### src/rtl/pixel_stream_fifo_if.sv
// pixel_stream_fifo_if: pixel stream handshake and status bundle for pixel_stream_fifo.
interface pixel_stream_fifo_if #(parameter int COMP_W = 8, parameter int DEPTH = 8);
   logic                    in_valid;
   logic                    in_ready;
   logic [COMP_W-1:0]       in_r, in_g, in_b;
   logic [1:0]              mode;
   logic [COMP_W-1:0]       offset;
   logic                    out_valid;
   logic                    out_ready;
   logic [COMP_W-1:0]       out_r, out_g, out_b;
   logic [$clog2(DEPTH):0]  count;
   logic [7:0]              drop_cnt;
   modport master (
      output in_valid, in_r, in_g, in_b, mode, offset, out_ready,
      input  in_ready, out_valid, out_r, out_g, out_b, count, drop_cnt
   );
   modport slave (
      input  in_valid, in_r, in_g, in_b, mode, offset, out_ready,
      output in_ready, out_valid, out_r, out_g, out_b, count, drop_cnt
   );
endinterface

### src/rtl/pixel_stream_fifo.sv
// pixel_stream_fifo: pixel FIFO that transforms each pixel on write and shows the head pixel combinationally.
module pixel_stream_fifo #(
   parameter int COMP_W = 8,
   parameter int DEPTH  = 8
) (
   input logic               clk,
   input logic               rst_n,
   pixel_stream_fifo_if.slave px
);
   localparam int AW = $clog2(DEPTH);
   localparam logic [AW:0] FULL = (AW+1)'(DEPTH);
   logic [3*COMP_W-1:0] mem [DEPTH];
   logic [AW-1:0]       wr_ptr, rd_ptr;
   logic [AW:0]         count;
   logic [7:0]          drop_cnt;
   logic                wr, rd;
   logic [COMP_W+1:0]   y;
   logic [COMP_W:0]     sr, sg, sb;
   logic [3*COMP_W-1:0] pix;
   always_comb begin
      y   = ({2'b0, px.in_r} + {1'b0, px.in_g, 1'b0} + {2'b0, px.in_b}) >> 2;
      sr  = {1'b0, px.in_r} + {1'b0, px.offset};
      sg  = {1'b0, px.in_g} + {1'b0, px.offset};
      sb  = {1'b0, px.in_b} + {1'b0, px.offset};
      pix = px.mode == 2'b00 ? {px.in_r, px.in_g, px.in_b} :
            px.mode == 2'b01 ? {px.in_b, px.in_g, px.in_r} :
            px.mode == 2'b10 ? {3{y[COMP_W-1:0]}} :
            {sr[COMP_W] ? {COMP_W{1'b1}} : sr[COMP_W-1:0],
             sg[COMP_W] ? {COMP_W{1'b1}} : sg[COMP_W-1:0],
             sb[COMP_W] ? {COMP_W{1'b1}} : sb[COMP_W-1:0]};
   end
   // in_ready is gated by rst_n so it drops asynchronously with the reset
   assign px.in_ready  = rst_n && (count != FULL);
   assign px.out_valid = count != '0;
   assign {px.out_r, px.out_g, px.out_b} = px.out_valid ? mem[rd_ptr] : '0;
   assign px.count     = count;
   assign px.drop_cnt  = drop_cnt;
   assign wr = px.in_valid && px.in_ready;
   assign rd = px.out_valid && px.out_ready;
   always_ff @(posedge clk)
      if (wr) mem[wr_ptr] <= pix;
   always_ff @(posedge clk or negedge rst_n)
      if (!rst_n) begin
         wr_ptr   <= '0;
         rd_ptr   <= '0;
         count    <= '0;
         drop_cnt <= '0;
      end else begin
         if (wr) wr_ptr <= wr_ptr + 1'b1;
         if (rd) rd_ptr <= rd_ptr + 1'b1;
         count <= count + (AW+1)'(wr) - (AW+1)'(rd);
         if (px.in_valid && !px.in_ready && drop_cnt != 8'hff) drop_cnt <= drop_cnt + 1'b1;
      end
endmodule

### src/flat_wrapper.sv
// flat-port wrapper written by rule: the top's interface ports become plain ports
module pixel_stream_fifo_flat 
#(
   parameter int COMP_W = 8,
   parameter int DEPTH  = 8
)
  (clk, rst_n, px_in_valid, px_in_r, px_in_g, px_in_b, px_mode, px_offset, px_out_ready, px_in_ready, px_out_valid, px_out_r, px_out_g, px_out_b, px_count, px_drop_cnt);
  pixel_stream_fifo_if #(.COMP_W(COMP_W), .DEPTH(DEPTH)) px_i ();
  input logic clk;
  input logic rst_n;
  input wire logic [$bits(px_i.in_valid)-1:0] px_in_valid;
  input wire logic [$bits(px_i.in_r)-1:0] px_in_r;
  input wire logic [$bits(px_i.in_g)-1:0] px_in_g;
  input wire logic [$bits(px_i.in_b)-1:0] px_in_b;
  input wire logic [$bits(px_i.mode)-1:0] px_mode;
  input wire logic [$bits(px_i.offset)-1:0] px_offset;
  input wire logic [$bits(px_i.out_ready)-1:0] px_out_ready;
  output wire logic [$bits(px_i.in_ready)-1:0] px_in_ready;
  output wire logic [$bits(px_i.out_valid)-1:0] px_out_valid;
  output wire logic [$bits(px_i.out_r)-1:0] px_out_r;
  output wire logic [$bits(px_i.out_g)-1:0] px_out_g;
  output wire logic [$bits(px_i.out_b)-1:0] px_out_b;
  output wire logic [$bits(px_i.count)-1:0] px_count;
  output wire logic [$bits(px_i.drop_cnt)-1:0] px_drop_cnt;
  assign px_i.in_valid = px_in_valid;
  assign px_i.in_r = px_in_r;
  assign px_i.in_g = px_in_g;
  assign px_i.in_b = px_in_b;
  assign px_i.mode = px_mode;
  assign px_i.offset = px_offset;
  assign px_i.out_ready = px_out_ready;
  assign px_in_ready = px_i.in_ready;
  assign px_out_valid = px_i.out_valid;
  assign px_out_r = px_i.out_r;
  assign px_out_g = px_i.out_g;
  assign px_out_b = px_i.out_b;
  assign px_count = px_i.count;
  assign px_drop_cnt = px_i.drop_cnt;
  pixel_stream_fifo #(.COMP_W(COMP_W), .DEPTH(DEPTH)) u_core (.clk(clk), .rst_n(rst_n), .px(px_i));
endmodule
### config.mk
export PLATFORM = sky130hd
export DESIGN_NAME = pixel_stream_fifo_flat
export DESIGN_NICKNAME = d
export VERILOG_FILES = /design/src/rtl/pixel_stream_fifo_if.sv /design/src/rtl/pixel_stream_fifo.sv /design/src/flat_wrapper.sv
export SDC_FILE = /design/constraint.sdc
export NUM_CORES = 1
export LEC_CHECK = 0
export BUFFER_PORTS_ARGS = -buffer_cell sky130_fd_sc_hd__buf_2
export CORE_ASPECT_RATIO = 0.9
export CORE_MARGIN = 10
export CORE_UTILIZATION = 60
export DETAILED_ROUTE_END_ITERATION = 7
export GPL_TIMING_DRIVEN = 0
export MAX_ROUTING_LAYER = met4
export PLACE_DENSITY_LB_ADDON = 0.25
export SETUP_SLACK_MARGIN = 0.1
export SYNTH_ARGS = -nofsm -noshare
export SYNTH_HDL_FRONTEND = slang
export SYNTH_SLANG_ARGS = --single-unit
### constraint.sdc
create_clock -name clk -period 5.28 [get_ports clk]
set_clock_uncertainty 0.1 [all_clocks]
set_input_delay 0.264 -clock clk [delete_from_list [all_inputs] [get_ports clk]]
set_output_delay 0.264 -clock clk [all_outputs]
set_load 0.005 [all_outputs]
==> reports/qor_table.md <==
| Quantity | Value |
|:---|:---|
| Clock tree sinks | 210 |
| Largest net degree at the start of global routing | 25 |
| Path type of the worst setup path | in -> reg |
| Number of hold buffers added after CTS | 1 |
| Area of the multi-input gates | 0.00387 mm^2 |
| Fill cell instance count of the final layout | 1112 |
| Overall via count from detail_route | 6269 |
| Final period util | 60.6% |
| Post-synth EDFFs | 192 |
| CP Data Required Time | 5360 ps |
| Mapped cell area | 0.0103 mm^2 |
| Clk root buf | sky130_fd_sc_hd__clkbuf_16 |
| Peak supply drop | 373 uV |
| Signed area change from the synthesized netlist to the final layout | 14.7% |
| PostCTS Resize Cnt | 0 |
| Weighted congestion reported at the end of routability-driven placement | 0.912 |
| Reg-to-Reg Start | u_core.px.count[2]$_DFF_PN0_ |
| Class of the most critical hold timing path | in -> reg |
| Starting DRT DRC Count | 695 |
| Proportion of layout cells with a drive suffix above 1 | 25.5% |
| Run status | finished, final reports clean |
| Start point of the critical path | px_in_b[1] |
| Count of cell types in the netlist | 61 |
| Static Leakage | 4.36 nW |
| Port Buf Inserts | 75 |
| Slew at the pin closest to its max-slew limit | 1110 ps |
| DRC | 0 |
| Count of nets after finishing | 861 |
| Router iterations before antenna repair | 5 |
| Number of flip-flops and latches in the synthesized netlist | 210 |
| Cell area after layout | 0.0118 mm^2 |
| Commonest cells after routing, fill and taps aside | 192 x sky130_fd_sc_hd__edfxtp_1, 83 x sky130_fd_sc_hd__buf_2, 48 x sky130_fd_sc_hd__mux4_2, 41 x sky130_fd_sc_hd__mux2i_1 |
| Vertical die dimension | 144 um |
| Nature of the critical path endpoint | flop |
| DR vias/cell | 6.29 |
| ANT cells | 0 |
| Synthesized area divided by synthesized cell count | 15.5 um^2 |
| Worst Slack Setup Final | 2080 ps |
| Hold violation count in the final report | 0 |
| Most frequent standard cell in the layout excluding fill and tap cells | sky130_fd_sc_hd__edfxtp_1 |
| Async set-reset flop share out of synthesis | 8.57% |
| GRT overflow | 0 |
| Setup fix buffers added after clock tree synthesis | 0 |
| Total power divided by cell area | 475 mW/mm^2 |
| Synth Flop Type | sky130_fd_sc_hd__edfxtp_1 |
| H-tree level count | 1 |
| Die outline width | 158 um |
| HPWL after DPL | 17.4 mm |
| Wirelength, routed | 24.4 mm |
| Clock latency of the later-clocked register in the worst-skew pair | 500 ps |
| Initial antenna violation count | 0 |
| Worst hold start | px_in_valid |
| Maximum clock path buffer count | 3 |
| Fmax | 312 MHz |
| Routed len/inst | 24.5 um |
| Clock transition at the registers of the reported paths | 60 ps |
| Critical Path Fanout Max | 8 |
| Max Slew Vio Count | 0 |
| Portion of the post-synthesis area used by sequential elements | 60.6% |
| First-pass GRT wire length | 37.8 mm |
| Post-detailed-route count of antenna-violating nets | 0 |
| Core ar. | 0.0168 mm^2 |
| Data arrival time of the critical path | 3280 ps |
| Total power | 5.59 mW |
| Area of the die | 0.0227 mm^2 |
| CP Launch Type | input port |
| Number of endpoints failing setup at the final stage | 0 |
| Number of buffers added by the clock tree synthesis step | 21 |
| Standard-cell row count | 45 |
| Relative max-transition margin | 25.5% |
| Area after detailed placement | 0.0111 mm^2 |
| Overall routing resource usage | 22.6% |
| Sequential standard cell area | 0.00622 mm^2 |
| Clock tree from TritonCTS | yes |
| Shortest period the worst path allows | 3200 ps |
| Setup repair after global routing missed its margin | false |
| Synthesized netlist cell count | 661 |
| Top-level port count | 76 |
| Placement-stage worst setup slack | 1650 ps |
| Syn_nets | 751 |
| Number of global-route vias before repair | 6393 |
| Initial cell density of the core | 61.0% |
| Yosys synthesis warning count | 0 |
| Number of max-capacitance violations reported | 0 |
-- metrics by stage --
stage	TNS, ps	hold WS (ps)	std cells	utilization (%)
6_report	0	92.4	996	69.9
5_1_grt	0	108	996	69.9
4_1_cts	0	84.0	996	69.9
3_5_place_dp	0	124	958	65.8
3_3_place_gp	-20430	102	947	64.8
2_1_floorplan	0	-132	661	-
-- flip-flops by register name (all words and copies together) (netlist names) --
signal,cells
u_core.mem,192
u_core.px.drop_cnt,8
u_core.px.count,4
u_core.wr_ptr,3
u_core.rd_ptr,3
-- layer usage --
layer | routed length (um) | share of wire (%) | vias up | GRT usage [%]
met5 | 0 | 0 | - | -
met4 | 375 | 1.5 | 0 | 4.87
met3 | 1860 | 7.6 | 30 | 2.79
met2 | 11300 | 46 | 292 | 34.5
met1 | 10900 | 45 | 3129 | 32.4
li1 | - | - | 2818 | -
-- where the power goes --
part	switching, mW	internal (mW)	total, mW
sequential	0.106	2.06	2.16
clock	0.611	0.875	1.49
combinational	1.05	0.891	1.94
total	1.76	3.82	5.59
-- worst max-delay path: stages --
cell                       delay [ps]
sky130_fd_sc_hd__buf_2            170
sky130_fd_sc_hd__inv_1             90
sky130_fd_sc_hd__fa_1             500
sky130_fd_sc_hd__nand3b_1         190
sky130_fd_sc_hd__fa_1             410
sky130_fd_sc_hd__nor2b_1          170
sky130_fd_sc_hd__o31a_1           210
sky130_fd_sc_hd__o21ai_1          120
sky130_fd_sc_hd__a221o_1          420
sky130_fd_sc_hd__o22ai_1          710
-- synth_stat cells, types with 9 or more instances --
cell / n / share of area, %
sky130_fd_sc_hd__fa_1: 12 / 2.3
sky130_fd_sc_hd__nand2_1: 30 / 1.1
sky130_fd_sc_hd__o21ai_0: 19 / 0.93
sky130_fd_sc_hd__inv_1: 25 / 0.91
sky130_fd_sc_hd__nor2_1: 43 / 1.6
sky130_fd_sc_hd__nand2b_1: 9 / 0.55
sky130_fd_sc_hd__mux4_2: 48 / 11
sky130_fd_sc_hd__a21oi_1: 24 / 1.2
sky130_fd_sc_hd__mux2i_1: 41 / 4.0
sky130_fd_sc_hd__clkbuf_1: 11 / 0.40
sky130_fd_sc_hd__xnor2_1: 22 / 1.9
sky130_fd_sc_hd__ha_1: 40 / 4.9
sky130_fd_sc_hd__dfrtp_1: 18 / 4.4
sky130_fd_sc_hd__o22ai_1: 9 / 0.55
sky130_fd_sc_hd__a21o_1: 9 / 0.66
sky130_fd_sc_hd__edfxtp_1: 192 / 56
-- area by class of cell --
cell class / count / share of cell area, %
multi-input cells: 401 / 32.9
repair buffers: 87 / 4.36
clock inverters: 14 / 1.24
flip-flops and latches: 210 / 52.8
well taps: 211 / 2.24
clock buffers: 23 / 4.53
plain buffers: 25 / 1.11
inverters: 25 / 0.797
-- cell families (layout without fill, tap and decap cells) --
| group | after synthesis | count (layout) | share of synthesized area, % |
|---|---|---|---|
| AO/OA/AOI/OAI | 104 | 104 | 6.69 |
| XOR/XNOR | 29 | 29 | 2.55 |
| adder cells (fa/ha/maj) | 52 | 52 | 7.22 |
| buffers and inverters | 50 | 174 | 2.18 |
| flip-flops | 210 | 210 | 60.6 |
| multiplexers | 91 | 91 | 14.7 |
| AND/OR/NAND/NOR | 125 | 125 | 6.06 |
-- final timing paths --
| check | slack, ps | end | cells past startpoint |
|---|---|---|---|
| setup / recovery | 2080 | u_core.mem[2][7]$_DFFE_PP_ | 10 |
| hold / removal | 90 | u_core.px.drop_cnt[1]$_DFFE_PN0P_ | 4 |
| setup reg to reg | 2250 | u_core.mem[4][12]$_DFFE_PP_ | 9 |
| hold reg to reg | 410 | u_core.px.drop_cnt[6]$_DFFE_PN0P_ | 1 |
| max in group asynchronous | 4650 | u_core.rd_ptr[0]$_DFFE_PN0N_ | 2 |
| min in group asynchronous | 130 | u_core.px.drop_cnt[7]$_DFFE_PN0P_ | 2 |
(Power assumes the default switching activity.)
